==> config.mk <==
export PLATFORM = sky130hd
export DESIGN_NAME = cam_grey_packer
export DESIGN_NICKNAME = d
export VERILOG_FILES = /design/src/rtl/cam_grey_packer.sv
export SDC_FILE = /design/constraint.sdc
export NUM_CORES = 1
export LEC_CHECK = 0
export BUFFER_PORTS_ARGS = -buffer_cell sky130_fd_sc_hd__buf_4
export CAP_MARGIN = 20
export CORE_MARGIN = 2
export CORE_UTILIZATION = 40
export CTS_CLUSTER_DIAMETER = 40
export DETAILED_ROUTE_END_ITERATION = 7
export GPL_TIMING_DRIVEN = 0
export PLACE_DENSITY = 0.55
export SKIP_LAST_GASP = 1
export SLEW_MARGIN = 15
export SYNTH_ARGS = -nofsm -noshare
export SYNTH_HDL_FRONTEND = slang
export SYNTH_SLANG_ARGS = --single-unit
==> constraint.sdc <==
create_clock -name clk_pixel -period 4.24 [get_ports clk_pixel]
set_input_delay 0 -clock clk_pixel [delete_from_list [all_inputs] [get_ports clk_pixel]]
set_output_delay 0 -clock clk_pixel [all_outputs]
set_load 0.1 [all_outputs]
==> src/rtl/cam_grey_packer.sv <==
// rtl/cam_grey_packer.sv - RGB565 to N-bit grey converter, decimator and BRAM word packer
module cam_grey_packer #(
    parameter int FRAME_WIDTH  = 320,
    parameter int FRAME_HEIGHT = 240,
    parameter int PIX_PER_WORD = 6,
    parameter int GREY_BITS    = 8,
    parameter int DECIMATE     = 1,
    parameter int MODE         = 0,
    localparam int OW     = FRAME_WIDTH / DECIMATE,
    localparam int OH     = FRAME_HEIGHT / DECIMATE,
    localparam int WORDS  = (OW * OH + PIX_PER_WORD - 1) / PIX_PER_WORD,
    localparam int ADDR_W = $clog2(WORDS),
    localparam int DATA_W = PIX_PER_WORD * GREY_BITS
) (
    input  logic              clk_pixel,
    input  logic              rst_in,
    input  logic [15:0]       pixel_in,
    input  logic [10:0]       hcount_in,
    input  logic [9:0]        vcount_in,
    input  logic              valid_in,
    input  logic              frame_done_in,
    output logic [ADDR_W-1:0] addr_out,
    output logic [DATA_W-1:0] data_out,
    output logic              wea_out,
    output logic              frame_done_out,
    output logic              oor_out
);

    localparam int DSH    = (DECIMATE == 4) ? 2 : (DECIMATE == 2) ? 1 : 0;
    localparam int IDX_W  = $clog2(OW * OH) + 1;
    localparam int LANE_W = (PIX_PER_WORD > 1) ? $clog2(PIX_PER_WORD) : 1;

    logic [7:0]  r8, g8, b8;
    logic        in_range, dec_ok;

    logic        s1_valid, s1_fd, s1_oor, s1_keep;
    logic [10:0] s1_hd;
    logic [9:0]  s1_vd;
    logic [15:0] s1_pr, s1_pg, s1_pb;
    logic [7:0]  s1_g8;

    logic             s2_valid, s2_fd, s2_oor;
    logic [15:0]      s2_sum;
    logic [7:0]       s2_g8;
    logic [IDX_W-1:0] s2_idx;

    logic                 s3_valid, s3_fd;
    logic [ADDR_W-1:0]    s3_word;
    logic [LANE_W-1:0]    s3_lane;
    logic [GREY_BITS-1:0] s3_grey;

    logic [IDX_W-1:0] quo, rem;
    logic [7:0]       y8;

    logic [DATA_W-1:0] buf_data, n_buf_data, pend_data, n_pend_data, e_data;
    logic [ADDR_W-1:0] buf_word, n_buf_word, pend_word, n_pend_word, e_addr;
    logic              buf_valid, n_buf_valid, pend_valid, n_pend_valid;
    logic              flush_req, n_flush, done_req, n_done_req, emit, done_now;

    always_comb begin
        r8       = {pixel_in[15:11], 3'b000};
        g8       = {pixel_in[10:5], 2'b00};
        b8       = {pixel_in[4:0], 3'b000};
        in_range = (hcount_in < 11'(FRAME_WIDTH)) && (vcount_in < 10'(FRAME_HEIGHT));
        dec_ok   = ((hcount_in & 11'(DECIMATE - 1)) == 11'd0) &&
                   ((vcount_in & 10'(DECIMATE - 1)) == 10'd0);
        quo      = s2_idx / IDX_W'(PIX_PER_WORD);
        rem      = s2_idx % IDX_W'(PIX_PER_WORD);
        y8       = (MODE == 1) ? s2_g8 : s2_sum[15:8];
    end

    always_ff @(posedge clk_pixel) begin
        if (rst_in) begin
            s1_valid <= 1'b0; s1_fd <= 1'b0; s1_oor <= 1'b0; s1_keep <= 1'b0;
            s1_hd <= '0; s1_vd <= '0; s1_pr <= '0; s1_pg <= '0; s1_pb <= '0; s1_g8 <= '0;
            s2_valid <= 1'b0; s2_fd <= 1'b0; s2_oor <= 1'b0;
            s2_sum <= '0; s2_g8 <= '0; s2_idx <= '0;
            s3_valid <= 1'b0; s3_fd <= 1'b0; s3_word <= '0; s3_lane <= '0; s3_grey <= '0;
            oor_out <= 1'b0;
        end else begin
            s1_valid <= valid_in;
            s1_fd    <= frame_done_in;
            s1_oor   <= !in_range;
            s1_keep  <= in_range && dec_ok;
            s1_hd    <= hcount_in >> DSH;
            s1_vd    <= vcount_in >> DSH;
            s1_pr    <= 16'(r8) * 16'd77;
            s1_pg    <= 16'(g8) * 16'd150;
            s1_pb    <= 16'(b8) * 16'd29;
            s1_g8    <= g8;

            s2_valid <= s1_valid && s1_keep;
            s2_oor   <= s1_valid && s1_oor;
            s2_fd    <= s1_fd;
            s2_sum   <= s1_pr + s1_pg + s1_pb;
            s2_g8    <= s1_g8;
            s2_idx   <= IDX_W'(s1_vd) * IDX_W'(OW) + IDX_W'(s1_hd);

            s3_valid <= s2_valid;
            s3_fd    <= s2_fd;
            s3_word  <= quo[ADDR_W-1:0];
            s3_lane  <= rem[LANE_W-1:0];
            s3_grey  <= y8[7 -: GREY_BITS];
            oor_out  <= oor_out | s2_oor;
        end
    end

    // One BRAM write per cycle: a full word that collides with a discontinuity
    // flush is parked in the pending slot; a frame flush waits for a free cycle.
    always_comb begin
        n_buf_data   = buf_data;
        n_buf_word   = buf_word;
        n_buf_valid  = buf_valid;
        n_pend_valid = 1'b0;
        n_pend_word  = pend_word;
        n_pend_data  = pend_data;
        n_flush      = 1'b0;
        n_done_req   = 1'b0;
        done_now     = done_req;
        emit         = 1'b0;
        e_addr       = addr_out;
        e_data       = data_out;

        if (pend_valid) begin
            emit   = 1'b1;
            e_addr = pend_word;
            e_data = pend_data;
        end

        if (s3_valid) begin
            if (buf_valid && (s3_word != buf_word)) begin
                emit       = 1'b1;
                e_addr     = buf_word;
                e_data     = buf_data;
                n_buf_data = '0;
            end else if (!buf_valid) begin
                n_buf_data = '0;
            end
            n_buf_word  = s3_word;
            n_buf_valid = 1'b1;
            for (int k = 0; k < PIX_PER_WORD; k++) begin
                if (s3_lane == LANE_W'(k))
                    n_buf_data[DATA_W-1-k*GREY_BITS -: GREY_BITS] = s3_grey;
            end
            if (s3_lane == LANE_W'(PIX_PER_WORD - 1)) begin
                if (emit) begin
                    n_pend_valid = 1'b1;
                    n_pend_word  = s3_word;
                    n_pend_data  = n_buf_data;
                end else begin
                    emit   = 1'b1;
                    e_addr = s3_word;
                    e_data = n_buf_data;
                end
                n_buf_valid = 1'b0;
                n_buf_data  = '0;
            end
        end

        if (s3_fd || flush_req) begin
            if (n_buf_valid) begin
                if (!emit) begin
                    emit        = 1'b1;
                    e_addr      = n_buf_word;
                    e_data      = n_buf_data;
                    n_buf_valid = 1'b0;
                    n_buf_data  = '0;
                    n_done_req  = 1'b1;
                end else begin
                    n_flush = 1'b1;
                end
            end else if (n_pend_valid) begin
                n_flush = 1'b1;
            end else if (emit) begin
                n_done_req = 1'b1;
            end else begin
                done_now = 1'b1;
            end
        end
    end

    always_ff @(posedge clk_pixel) begin
        if (rst_in) begin
            buf_data       <= '0;
            buf_word       <= '0;
            buf_valid      <= 1'b0;
            pend_valid     <= 1'b0;
            pend_word      <= '0;
            pend_data      <= '0;
            flush_req      <= 1'b0;
            done_req       <= 1'b0;
            addr_out       <= '0;
            data_out       <= '0;
            wea_out        <= 1'b0;
            frame_done_out <= 1'b0;
        end else begin
            buf_data       <= n_buf_data;
            buf_word       <= n_buf_word;
            buf_valid      <= n_buf_valid;
            pend_valid     <= n_pend_valid;
            pend_word      <= n_pend_word;
            pend_data      <= n_pend_data;
            flush_req      <= n_flush;
            done_req       <= n_done_req;
            wea_out        <= emit;
            frame_done_out <= done_now;
            if (emit) begin
                addr_out <= e_addr;
                data_out <= e_data;
            end
        end
    end

endmodule

Yosys cells after proc, flatten, opt, wreduce, memory -nomap -nowiden. Index checks and enable logic that the tools add are counted.

Output and inout bits: 65. Register bits after elaboration: 330.

Equality and inequality tests: 6. Add/subtract/negate cells: 3. Multiplexer cells: 54. Bitwise operators: 2. $lt $le $gt $ge: 2. Multipliers: 4. Div/mod/pow operators: 2. Reductions and logical operators: 9.

Operators by type and width (number): $mux W48 (15); $mux W14 (9); $mux W8 (6); $add A16 B16 Y16 (2); $mux W1 (24); $add A18 B11 Y18 (1); $div A18 B3 Y18 const B (1); $mod A18 B3 Y18 const B (1); $ne A14 B14 Y1 (1); $mul A6 B7 Y13 const B (1); $mul A10 B3 Y12 const B (1); $mul A5 B7 Y12 const B (1); $lt A11 B9 Y1 const B (1); $lt A10 B8 Y1 const B (1); $mul A5 B5 Y10 const B (1); $eq A3 B2 Y1 const B (2); $eq A3 B3 Y1 const B (2); $logic_and A1 B1 Y1 (4); $eq A3 B1 Y1 const B (1); $logic_not A3 Y1 (1); $reduce_and A3 Y1 (1); $reduce_or A2 Y1 (1); $logic_not A1 Y1 (1); $logic_or A1 B1 Y1 (1); 2 further kinds (2).

Longest topological paths before layout. Gate-level depths: netlist of the first run.

Depth after elaboration: 10. Gate-level depth with buffers: 16.

Least setup slack after synthesis of the first run. OpenSTA, ideal clock, no wires.

Path kind: reg2reg. Start: register s2_idx[12]. End: register s3_word[0]. Path buffers: 1. Stages on the path, launching flop included: 15. Slack: 557 ps. Clock period less this slack: 3683 ps. Arrival time: 3550 ps. Setup time: 133 ps. Cell sequence: dfxtp_1 buf_6 or3b_1 a31o_1 o32a_2 a31o_1 a221o_2 nor2_8 o21a_4 nand2_4 a211o_1 a311oi_1 nor3_2 a2111oi_2 a31oi_1.

Longest elaborated chain between the ends: 1.

RTL lines: start: declaration (line 45) `logic [IDX_W-1:0] s2_idx;`; start signal: assignment (line 97) `s2_idx <= IDX_W'(s1_vd) * IDX_W'(OW) + IDX_W'(s1_hd);`; $div A18 B3 Y18 (line 67) `quo = s2_idx / IDX_W'(PIX_PER_WORD);`; end signal: assignment (line 101) `s3_word <= quo[ADDR_W-1:0];`; end: declaration (line 48) `logic [ADDR_W-1:0] s3_word;`.

Every way passes these cells. A chain may end at the register's enable or synchronous reset.

Worst setup path in the final report of the first run.
Start: register s2_idx[15]. End: register s3_word[0].

The elaborated chain is that of the path after synthesis.

==> flow_results.org, run 1 <==
** Drt
- Number of routed nets with antenna violations :: 0
- Dividing the detail-routed via count by the number of cells gives 5.52.
- Vias post-DR :: 15,100
- First-pass DRT Iterations :: 6
- Wires add up to 52,300 um.
- The detailed router finished its first iteration with 1,317 violations.
- Routed length per instance :: 19.2 um
- For this run, design rule violations remaining after detail routing come to 0.

** Synth
- Number of flops mapped to enable cells by yosys :: 0
- The synthesized design contains 309 register bits.
- In this run, distinct cell masters in the synthesized netlist total 81.
- Of the post-synthesis cell area, the part taken by muxes is 2.65%.
- For this run, asynchronously set or reset flops after synthesis account for 0%.
- Post-synth top flop :: sky130_fd_sc_hd__dfxtp_1
- Synthesis produced a netlist with a net count of 2,109.
- Gate count after technology mapping :: 1,945
- Summing the areas of all xor and xnor instances in the mapped netlist gives 3.21% of the synthesized area.
- Synth warn :: 0
- Largest family of logic cells by synthesized area :: compound AO/OA/AOI/OAI gates
- Simple-gate share of the synthesized area :: 20.3%
- Post-synthesis share of cell area spent on full adders, half adders and majority gates :: 10.5%
- Share of synthesized area occupied by flip-flops and latches :: 37.8%
- Average instance area after synthesis :: 8.41 um^2
- Compound-gate portion of the synthesized area :: 20.8%
- Mapped cell area :: 16,400 um^2

** Cells and area
- In the final layout, the share of cells above drive strength 1 is 12.7%.
- Leaving out fill and tap cells, the most frequent cell in the layout is sky130_fd_sc_hd__dfxtp_1.
- Layout Utilization :: 50.3%
- Syn-to-layout area delta :: 24.9%
- Once layout is complete, the cells apart from fillers number 2,725.
- In the layout the commonest cells are 308 x sky130_fd_sc_hd__dfxtp_1, 288 x sky130_fd_sc_hd__nor2_1, 193 x sky130_fd_sc_hd__nand2_1, 122 x sky130_fd_sc_hd__clkbuf_1, 118 x sky130_fd_sc_hd__buf_4.
- Number of nets in the finished design :: 2,316
- The repair_antennas step left the layout with diodes totalling 0.

** Global route
- Vias in the first global route :: 14,600
- The initial antenna violation count was 0.
- Global routing consumed, over all layers together, 24.4% of the routing resources.
- Largest net degree at the start of global routing :: 14
- First-pass GRT wire length :: 80,800 um
- For this run the aggregate overflow at the end of global routing stands at 0.

** Floorplan
- Chip Width :: 206 um
- The floorplan step defined a core boundary enclosing 40,600 um^2.
- Starting density of the core :: 40.3%
- The floorplan has 74 rows.
- Pin placement for this block handled 106 I/O pins.
- The floorplan step defined a die boundary enclosing 42,500 um^2.
- Height of the die :: 206 um

** Timing
- Max-slew violation count :: 0
- Setup repair after global routing could not meet its margin everywhere.
- Endpoints failing hold :: 0
- Relative slew margins :: 27.2%
- Clock period minus final worst setup slack :: 4.23 ns
- At the pin with the least slew margin, the transition time is 1.09 ns.
- Final worst-path cycle share :: 99.9%
- Hold_ws :: 0.0492 ns
- Setup violations remaining at the end of the flow were counted as 0.
- Timing would allow up to 236 MHz.
- The clock arrives with 0.0229 ns of skew.

** Min path
- The worst hold path passes through 5 cells.
- Hold crit path type :: input pin to flop

** Clock network
- Number of sinks handled by clock tree synthesis :: 309
- The clock passes through at most 3 buffers.
- Source-to-sink clock delay at the later pin of the worst-skew pair :: 0.58 ns
- Clock Root Buffer :: sky130_fd_sc_hd__clkbuf_16
- In this run, CTS created clock tree buffers numbering 50.
- TritonCTS built the clock tree.
- CTS clock-pin slew for the worst setup and hold paths :: 0.06 ns
- The H-tree was split into 2 levels.

** Critical path
- Most used cell, CP :: sky130_fd_sc_hd__a31o_1
- Cells traversed along the worst timing path :: buf_6 -> or3b_4 -> a31o_1 -> o32a_2 -> a31o_1 -> a221o_2 -> nor2_8 -> buf_4 -> a41oi_4 -> a311oi_1 -> a211oi_2 -> a311oi_4 -> nor3_4 -> a2111oi_4 -> a31oi_2
- Crit Path Max Fanout :: 8
- Crit path capture type :: flop
- The critical path is of the flop to flop type.
- Critical path required time :: 4.63 ns
- For this run, the slowest stage of the critical path takes 0.48 ns.
- Critical Path Start Type :: flop
- Count of cells along the worst register-to-register path :: 15
- For the worst setup path, the data arrival time is 4.62 ns.
- The slowest stage of the critical path is the sky130_fd_sc_hd__a221o_2 cell.

** Power
- Net switching is 28.5% of the power.
- Internal power comes to 6.97 mW.
- In this run the power spent charging and discharging nets is 2.78 mW.
- Clock network power share :: 47.1%
- Portion of total power attributed to combinational logic :: 19.7%
- Sequential cells burn 33.2% of the power.
- Dividing total power by cell area gives a power density of 478 nW/um^2.
- Pleak :: 8.11 nW
- Across the VDD grid, the largest voltage drop is 0.000289 V.

** Place
- Buffers placed on the I/O ports in this run total 105.
- Routability-driven placement finished with a final weighted congestion of 0.903.
- After detailed placement, the design holds a cell count of 2,582.
- Detailed placement finished with a half-perimeter wire length of 36,600 um.

** Status
- Result of the run :: complete, no violations

** Flow run
- The tool flagged a number of max-cap violations equal to 0.
==> synthesized netlist by cell type (all sizes together) (23+ instances only) <==
cell type  count  area share, %
xnor2         41            2.2
o22ai         28            1.1
ha           100            7.7
nand3         28           0.89
nor2         292            6.8
a21o          24            1.1
a222oi        35            2.1
a22o          34            1.8
a221oi        24            1.3
nor3          64            2.0
a21oi         92            2.9
dfxtp        309             38
clkbuf       124            2.8
nor2b         69            2.6
o21ai        114            3.5
mux2i         41            2.5
a22oi         49            2.2
fa            23            2.8
inv           52            1.2
nand2        194            4.5
==> final timing paths <==
path | from | endpoint | slack, ns
max | s2_idx[15] | s3_word[0] | 0.006
max reg2reg | s2_idx[15] | s3_word[0] | 0.006
min reg2reg | s2_sum[10] | s3_grey[2] | 0.43
min | pixel_in[8] | s1_pg[13] | 0.05
==> metrics by stage <==
stage	worst slack, ns	power [mW]	setup TNS (ns)	area [um^2]
2_1_floorplan	0.557	4.56	0	16400
3_3_place_gp	-0.256	5.00	-4.79	17800
3_5_place_dp	-0.241	5.02	-5.80	17800
4_1_cts	0.0620	9.69	0	20200
5_1_grt	-0.0679	10.2	-0.113	20400
6_report	0.00596	9.75	0	20400
==> kinds of logic (layout without fill, tap and decap cells) <==
kind of cell / count (synthesis) / count (layout)
xor+xnor: 60 / 60
compound gates: 487 / 487
flops: 309 / 309
buf+inv: 197 / 444
fa+ha+maj: 123 / 123
mux: 42 / 42
simple gates: 727 / 728
==> flip-flops by register name (all words and copies together) (netlist names), 3 cells and up <==
signal     flops
s2_sum         8
s2_idx        18
s1_pg         13
s3_word       14
pend_word     14
s1_pr         12
pend_data     48
s3_grey        8
s1_vd         10
data_out      48
buf_data      48
addr_out      14
s1_hd         11
s1_pb         10
s3_lane        3
buf_word      14
==> cell type report <==
| class | instances | area (um^2) |
|---|---|---|
| clock buffers | 61 | 1380 |
| inverters | 52 | 195 |
| fillers | 3867 | 20100 |
| repair buffers | 154 | 1260 |
| clock inverters | 32 | 524 |
| flip-flops and latches | 309 | 6190 |
| multi-input cells | 1440 | 9610 |
| plain buffers | 145 | 596 |
| well taps | 532 | 666 |
==> power by group through the flow <==
stage / sequential (mW) / clock (mW) / combinational (mW)
4_1_cts: 3.23 / 4.67 / 1.78
3_3_place_gp: 3.30 / 0 / 1.71
5_1_grt: 3.25 / 4.79 / 2.16
6_report: 3.24 / 4.59 / 1.92
2_1_floorplan: 3.23 / 0 / 1.33
3_5_place_dp: 3.30 / 0 / 1.73
==> worst max-delay path, delay by kind of cell (launching register included) <==
family	cells	cell delay, ns
compound gates	10	2.75
flops	1	0.32
buf+inv	2	0.27
simple gates	3	0.70
==> timing repair <==
| item | CTS | global route |
|---|---|---|
| cloned | 0 | 1 |
| hold endpoints to repair | 50 | 0 |
| pin swaps | 0 | 11 |
| setup buffers | 0 | 8 |
| hold buffers | 41 | 0 |
| endpoints found under the setup margin | 53 | 90 |
| resized for setup | 8 | 40 |
==> metal layers <==
layer / vias up / track usage (%) / wire length (um)
li1: 7327 / - / -
met1: 7024 / 30.7 / 22200
met2: 560 / 40.3 / 23900
met3: 139 / 5.30 / 3940
met4: 0 / 10.6 / 2280
met5: - / 0 / 0
No activity file was read; power rests on OpenSTA's default activity.
==> run 2: changes to the inputs <==
Settings changed: PLACE_DENSITY 0.55 to default.
==> flow_results.org, run 2 (same netlist as run 1, synthesis figures left out) <==
** Cells and area
- Non-Filler Instances :: 2,709
- The area growth from synthesis to layout is 21.6%.
- Number of nets in the finished design :: 2,306
- Layout fillers :: 3,922
- Antenna diode count :: 0
- The largest registers in the layout are buf_data: 48 flops, data_out: 48 flops, pend_data: 48 flops.
- In the layout the commonest cells are 309 x sky130_fd_sc_hd__dfxtp_1, 288 x sky130_fd_sc_hd__nor2_1, 193 x sky130_fd_sc_hd__nand2_1, 128 x sky130_fd_sc_hd__clkbuf_1, 112 x sky130_fd_sc_hd__buf_4.
- Leading cell type in the layout, fill and taps excluded :: sky130_fd_sc_hd__dfxtp_1
- After routing the design area is 19,900 um^2.
- The post-route netlist has 11.1% of its cells at a drive strength greater than 1.

** Clock network
- Clock Root Buffer :: sky130_fd_sc_hd__clkbuf_16
- For this design, the sink count on the clock tree is 309.
- CTS tree :: yes
- The clock reaches the later pin of the worst-skew pair after 0.59 ns.
- Total CTS buffers :: 46
- CTS clock-pin slew for the worst setup and hold paths :: 0.06 ns
- In this run the number of H-tree levels came out at 2.
- Maximum clock path buffer count :: 3

** Power
- Switching Fraction :: 30.1%
- Across the VDD grid, the largest voltage drop is 0.000302 V.
- Internal Pwr Total :: 6.27 mW
- The clock network accounts for 43.6% of the total power.
- Part of the total power dissipated in sequential elements :: 36.0%
- Net switching power of the design :: 2.70 mW
- Portion of total power attributed to combinational logic :: 20.3%
- For this design the ratio of total power to cell area is 451 nW/um^2.
- In this run the static leakage power is 7.88 nW.

** Place
- Number of buffers added on ports :: 105
- The placed instances occupy a cell area of 17,800 um^2.
- Half-perimeter wire length after placement :: 35,800 um
- Once placement completed, the tool counted placed cells totaling 2,582.
- Global placer's final weighted congestion :: 0.927

** Timing
- For the pin with the worst max-slew slack, the measured transition is 0.970 ns.
- Final worst-path cycle share :: 99.6%
- Hold timing on the final database bottoms out at a slack of 0.0495 ns.
- Setup TNS :: 0 ns
- The final hold violation count came to 0.
- Between clock sinks in the finished design, the worst skew comes to 0.0257 ns.
- Top achievable clock speed :: 237 MHz
- RSZ-0062 raised after global routing :: yes
- Relative slew margins :: 35.4%
- Clock period minus final worst setup slack :: 4.22 ns
- Max-slew violation count :: 0
- Setup violations remaining at the end of the flow were counted as 0.

** Floorplan
- Die outline area :: 42,500 um^2
- Placement row count :: 74
- Top-level I/O count :: 106
- Chip Width :: 206 um
- Once the floorplan was initialized, standard cells occupied 40.3% of the core.
- The region available for standard cell placement spans 40,600 um^2.
- Height of the die :: 206 um

** Global route
- Vias in the first global route :: 14,800
- Number of antenna violations at the first check in global routing :: 0
- Global routing used 23.7% of the available tracks across all layers.
- Largest net degree at the start of global routing :: 15
- The first global-routing pass estimated 79,400 um of wire.
- Overflow after GRT :: 0

** Drt
- The final layout contains routed wiring with a total length of 50,600 um.
- The routed layout has 15,100 vias.
- The first detailed-routing pass took 8 iterations.
- After detailed routing, the number of vias per cell comes to 5.59.
- Number of routed nets with antenna violations :: 0
- Number of design rule violations left after detail routing :: 0
- Starting DRC count in detailed routing :: 1,150
- Dividing the detail-routed wire length by the instance count gives 18.7 um.

** Critical path
- The worst register-to-register path has a depth of 14.
- Peak per-stage delay on the critical path :: 0.43 ns
- Reg-to-reg setup timing slack :: 0.02 ns
- Number of buffers and inverters on the critical path :: 1
- The critical path is of the flop to flop type.
- The worst register-to-register path ends at s3_word[0].
- The worst setup path is captured at a flop.
- Worst-path cell with the longest stage delay :: sky130_fd_sc_hd__a311oi_4
- Along the worst path, the maximum fanout reaches 10.
- The signal on the critical path passes through buf_2 -> xor2_1 -> a31o_1 -> o32ai_1 -> nor2_2 -> nand3_1 -> a22o_1 -> a41oi_4 -> nand3_2 -> a211o_1 -> a311oi_4 -> nor3_4 -> a2111oi_2 -> a31oi_1.
- The worst register-to-register path begins at s2_idx[17].
- Data on the critical path arrives at its endpoint at 4.60 ns.
- Family with the most delay on the worst path :: compound AO/OA/AOI/OAI gates
- Critical Path Start Type :: flop
- Critical path required time :: 4.62 ns

** Min path
- Hold Startpoint :: pixel_in[8]
- The path class of the tightest hold or removal check is input pin to flop.
- Hold Path Cell Cnt :: 5
- End of the worst hold path :: s1_pg[13]

** Status
- Result of the run :: complete, no violations

** Flow run
- Max-capacitance violation count :: 0
## run 2: cell types whose count changed in the layout (fill, tap and decap cells not counted), moves of 2 or more
cell	change
sky130_fd_sc_hd__bufinv_16	-7
sky130_fd_sc_hd__a22oi_1	+2
sky130_fd_sc_hd__nor2_4	-2
sky130_fd_sc_hd__clkbuf_16	-5
sky130_fd_sc_hd__clkinvlp_4	+2
sky130_fd_sc_hd__a21oi_1	+2
sky130_fd_sc_hd__buf_4	-6
sky130_fd_sc_hd__clkbuf_2	-4
sky130_fd_sc_hd__a22oi_2	-2
sky130_fd_sc_hd__clkbuf_1	+6
sky130_fd_sc_hd__dlygate4sd3_1	-2
sky130_fd_sc_hd__buf_2	+3
sky130_fd_sc_hd__nor2_2	+2
## run 2: how the worst max path moves through the flow
stage	start	cells after the start	slack, ns	end
3_3_place_gp	s3_word[11]	11	-0.18	wea_out
2_1_floorplan	s2_idx[12]	14	0.56	s3_word[0]
3_5_place_dp	s3_word[11]	11	-0.15	wea_out
6_report	s2_idx[17]	14	0.02	s3_word[0]
5_1_grt	s2_idx[17]	14	-0.20	s3_word[0]
4_1_cts	s2_idx[17]	14	0.06	s3_word[0]
## run 2: per-layer routing
layer  track usage (%)  part of all wire, %  up-vias
li1                  -                    -     7289
met1              30.5                   43     7163
met2              39.5                   47      576
met3              3.60                  6.8      109
met4              10.3                  3.6        0
met5                 0                    0        -
## run 2: layout make-up
cell class / instances / area [um^2] / area share, %
Sequential cell: 309 / 6190 / 31.1
Inverter: 52 / 195 / 0.982
Clock inverter: 26 / 330 / 1.66
Tap cell: 532 / 666 / 3.35
Clock buffer: 57 / 1250 / 6.30
Multi-Input combinational cell: 1440 / 9460 / 47.6
Buffer: 145 / 586 / 2.95
Timing Repair Buffer: 148 / 1210 / 6.07
## run 2: repair_timing
| item | 4_1_cts | 5_1_grt |
|---|---|---|
| pin swaps | 0 | 2 |
| cloned | 0 | 1 |
| resized for setup | 7 | 5 |
| hold endpoints to repair | 48 | 0 |
| setup buffers | 0 | 3 |
| hold buffers | 39 | 0 |
| endpoints found under the setup margin | 35 | 53 |
## run 2: power by group through the flow
stage / registers (mW) / clock network (mW) / logic, mW
floorplan: 3.23 / 0 / 1.33
global placement: 3.29 / 0 / 1.70
detailed placement: 3.29 / 0 / 1.73
CTS: 3.23 / 3.96 / 1.78
global route: 3.25 / 4.08 / 2.04
finish: 3.23 / 3.91 / 1.83
## run 2: through the flow
stage	setup slack [ns]	utilization (%)	power [mW]
global placement	-0.185	43.9	5.00
CTS	0.0642	48.8	8.97
floorplan	0.557	-	4.56
global route	-0.204	49.0	9.37
detailed placement	-0.149	43.9	5.02
finish	0.0167	49.0	8.97
## run 2: worst reg2reg max path: cells and delay by family, from the launching register on
family / cells / cell delay (ns)
buf+inv: 1 / 0.25
xor+xnor: 1 / 0.31
flops: 1 / 0.41
compound gates: 8 / 2.24
simple gates: 4 / 0.81
==> run 3: changes to the inputs <==
Settings changed: CORE_UTILIZATION 40 to 36, GPL_ROUTABILITY_DRIVEN from default to 0, SLEW_MARGIN 15 to default.
==> flow_results.org, run 3 (same netlist as run 1, synthesis figures left out) <==
** Critical path
- Setup crit start :: s2_idx[15]
- Crit path capture type :: flop
- The critical path is of the flop to flop type.
- Crit Path Max Fanout :: 10
- Worst EP arrival :: 4.52 ns
- Count of cells along the worst register-to-register path :: 15
- For the worst setup path, the data required time is 4.69 ns.
- In this run the critical register-to-register path is launched from s2_idx[15].
- The worst setup path is launched from a flop.

** Flow run
- Max-capacitance violation count :: 0

** Cells and area
- The largest registers in the layout are buf_data: 48 flops, data_out: 48 flops, pend_data: 48 flops.
- At the end of the flow, the number of nets in the layout was 2,306.
- The number of antenna diodes in the final layout is 0.
- The post-route netlist has 11.4% of its cells at a drive strength greater than 1.
- Commonest non-fill, non-tap cells in the layout :: 309 x sky130_fd_sc_hd__dfxtp_1, 288 x sky130_fd_sc_hd__nor2_1, 193 x sky130_fd_sc_hd__nand2_1, 125 x sky130_fd_sc_hd__clkbuf_1, 113 x sky130_fd_sc_hd__buf_4
- Once layout is complete, the cells apart from fillers number 2,779.
- At the end of the flow the core is filled with cells to 44.4%.
- The library cell used most frequently in the layout, excluding fill and tap cells, is sky130_fd_sc_hd__dfxtp_1.
- Relative to the synthesized area, the layout overhead comes to 22.4%.
- Counting the fill cells in the layout gives 4,560.

** Floorplan
- The floorplan has 78 rows.
- Starting density of the core :: 36.3%
- From left edge to right edge, the die measures 217 um.
- Height of the die :: 217 um
- The die covers 47,100 um^2.
- After floorplanning, the core was sized to cover 45,100 um^2.
- During I/O placement, the number of pins put on the boundary was 106.

** Clock network
- TritonCTS built the clock tree.
- After clock tree synthesis, the clock-pin slew on the worst setup and hold paths is 0.06 ns.
- Clock Root Buffer :: sky130_fd_sc_hd__clkbuf_16
- In this run, CTS created clock tree buffers numbering 47.
- Number of H-tree levels :: 2
- The clock reaches the later pin of the worst-skew pair after 0.57 ns.
- No sink is reached through more buffers than the 3 on the longest clock path.
- The tree built by TritonCTS fans out to 309 sinks.

** Global route
- Entering global routing, the biggest net connects 14 pins.
- In the global route stage, overall resource usage came out at 20.8%.
- The number of global-route vias before repair came to 14,600.
- Overflow after GRT :: 0
- The initial antenna violation count is 0.
- The first global-routing pass estimated 78,400 um of wire.

** Timing
- Endpoints failing hold :: 0
- The max-slew violation total from the final report is 0.
- Skew final :: 0.0147 ns
- For the pin with the worst max-slew slack, the measured transition is 1.00 ns.
- Setup TNS :: 0 ns
- The worst pin sits at a relative slew slack of 32.9%.
- Setup repair after global routing could not meet its margin everywhere.
- Top achievable clock speed :: 246 MHz
- Final worst-path cycle share :: 95.9%
- Clock period minus final worst setup slack :: 4.07 ns
- Number of failing setup endpoints in the final timing report :: 0

** Power
- Portion of total power attributed to combinational logic :: 20.3%
- In this run the power spent charging and discharging nets is 2.69 mW.
- Sequential cells account for 36.1% of the total power.
- Power per standard cell area :: 449 nW/um^2
- Clock network power share :: 43.6%
- In this run the static leakage power is 7.89 nW.
- Switching Fraction :: 29.9%
- Internal Pwr Total :: 6.29 mW
- IR analysis of the VDD net gives a maximum drop of 0.000381 V.

** Place
- The wire-length estimate of the detail-placed layout is 36,000 um.
- Number of buffers added on ports :: 105
- The number of placed instances, taps included, is 2,650.

** Drt
- The count of nets left with antenna violations once routing finished came out at 0.
- First-pass DRT Iterations :: 7
- Starting DRC count in detailed routing :: 1,562
- After detailed routing, the number of vias per cell comes to 5.46.
- After detailed routing, the average wire length per cell comes to 18.1 um.
- For this run, design rule violations remaining after detail routing come to 0.
- After detailed routing, the total wire length is 50,200 um.
- Summing over every cut layer, the via total after detailed routing is 15,200.

** Status
- The flow ran to the end, and the final reports show no timing, DRC or antenna violations.

** Min path
- Hold Path Cell Cnt :: 4
- The worst hold path belongs to the class input pin to flop.
- The startpoint identified for the worst hold timing path is pixel_in[4].
[run 3: power groups by stage]
stage                     clock network, mW  registers (mW)  logic (mW)
after floorplan                           0            3.23        1.33
final                                  3.92            3.24        1.82
after detailed placement                  0            3.29        1.71
after CTS                              3.97            3.23        1.76
after global placement                    0            3.29        1.67
after global routing                   4.11            3.25        2.03
[run 3: per-stage QoR]
stage	hold WS [ns]	area (um^2)	total power [mW]	worst slack, ns
after floorplan	0.128	16400	4.56	0.557
after global placement	0.213	17900	4.96	-0.241
after detailed placement	0.214	17900	5.00	-0.267
after CTS	0.0550	19900	8.96	0.0464
after global routing	0.104	20000	9.39	-0.0267
final	0.0633	20000	8.98	0.173
[run 3: final cells by class]
cell class	instances	area [um^2]	share of cell area, %
clock buffer	55	1250	6.23
buffer	145	593	2.96
clock inverter	31	347	1.73
timing repair buffer	148	1210	6.04
sequential	309	6190	30.9
tap	600	751	3.75
inverter	52	195	0.976
multi-input combinational	1439	9480	47.4
[run 3: final timing paths]
check               end  slack, ns
max          s3_word[0]       0.17
min            s1_pb[7]       0.06
min reg2reg  s3_grey[6]       0.43
max reg2reg  s3_word[0]       0.17
[run 3: timing repair]
action,in CTS,in global routing
hold endpoints to repair,45,0
endpoints found under the setup margin,36,47
hold buffers,39,0
gates resized for setup,7,15
setup buffers,0,4
pin swaps,0,2
[run 3: per-layer routing]
layer | wire length [um] | track usage [%]
met4 | 1670 | 7.60
met3 | 4100 | 4.14
met5 | 0 | 0
met1 | 20600 | 26.0
met2 | 23800 | 35.5
[run 3: critical path, stage by stage (launching register included)]
cell and delay [ns]:
sky130_fd_sc_hd__dfxtp_1 0.30, sky130_fd_sc_hd__buf_6 0.13, sky130_fd_sc_hd__buf_2 0.17, sky130_fd_sc_hd__and3b_1 0.19, sky130_fd_sc_hd__a211oi_2 0.31, sky130_fd_sc_hd__o32ai_2 0.18, sky130_fd_sc_hd__nor2_2 0.25, sky130_fd_sc_hd__nand3_1 0.16
sky130_fd_sc_hd__a22o_1 0.31, sky130_fd_sc_hd__a41oi_4 0.30, sky130_fd_sc_hd__nand3_4 0.16, sky130_fd_sc_hd__o21ai_1 0.38, sky130_fd_sc_hd__a311oi_4 0.17, sky130_fd_sc_hd__nor3_4 0.42, sky130_fd_sc_hd__o21ai_0 0.18, sky130_fd_sc_hd__a31oi_1 0.32
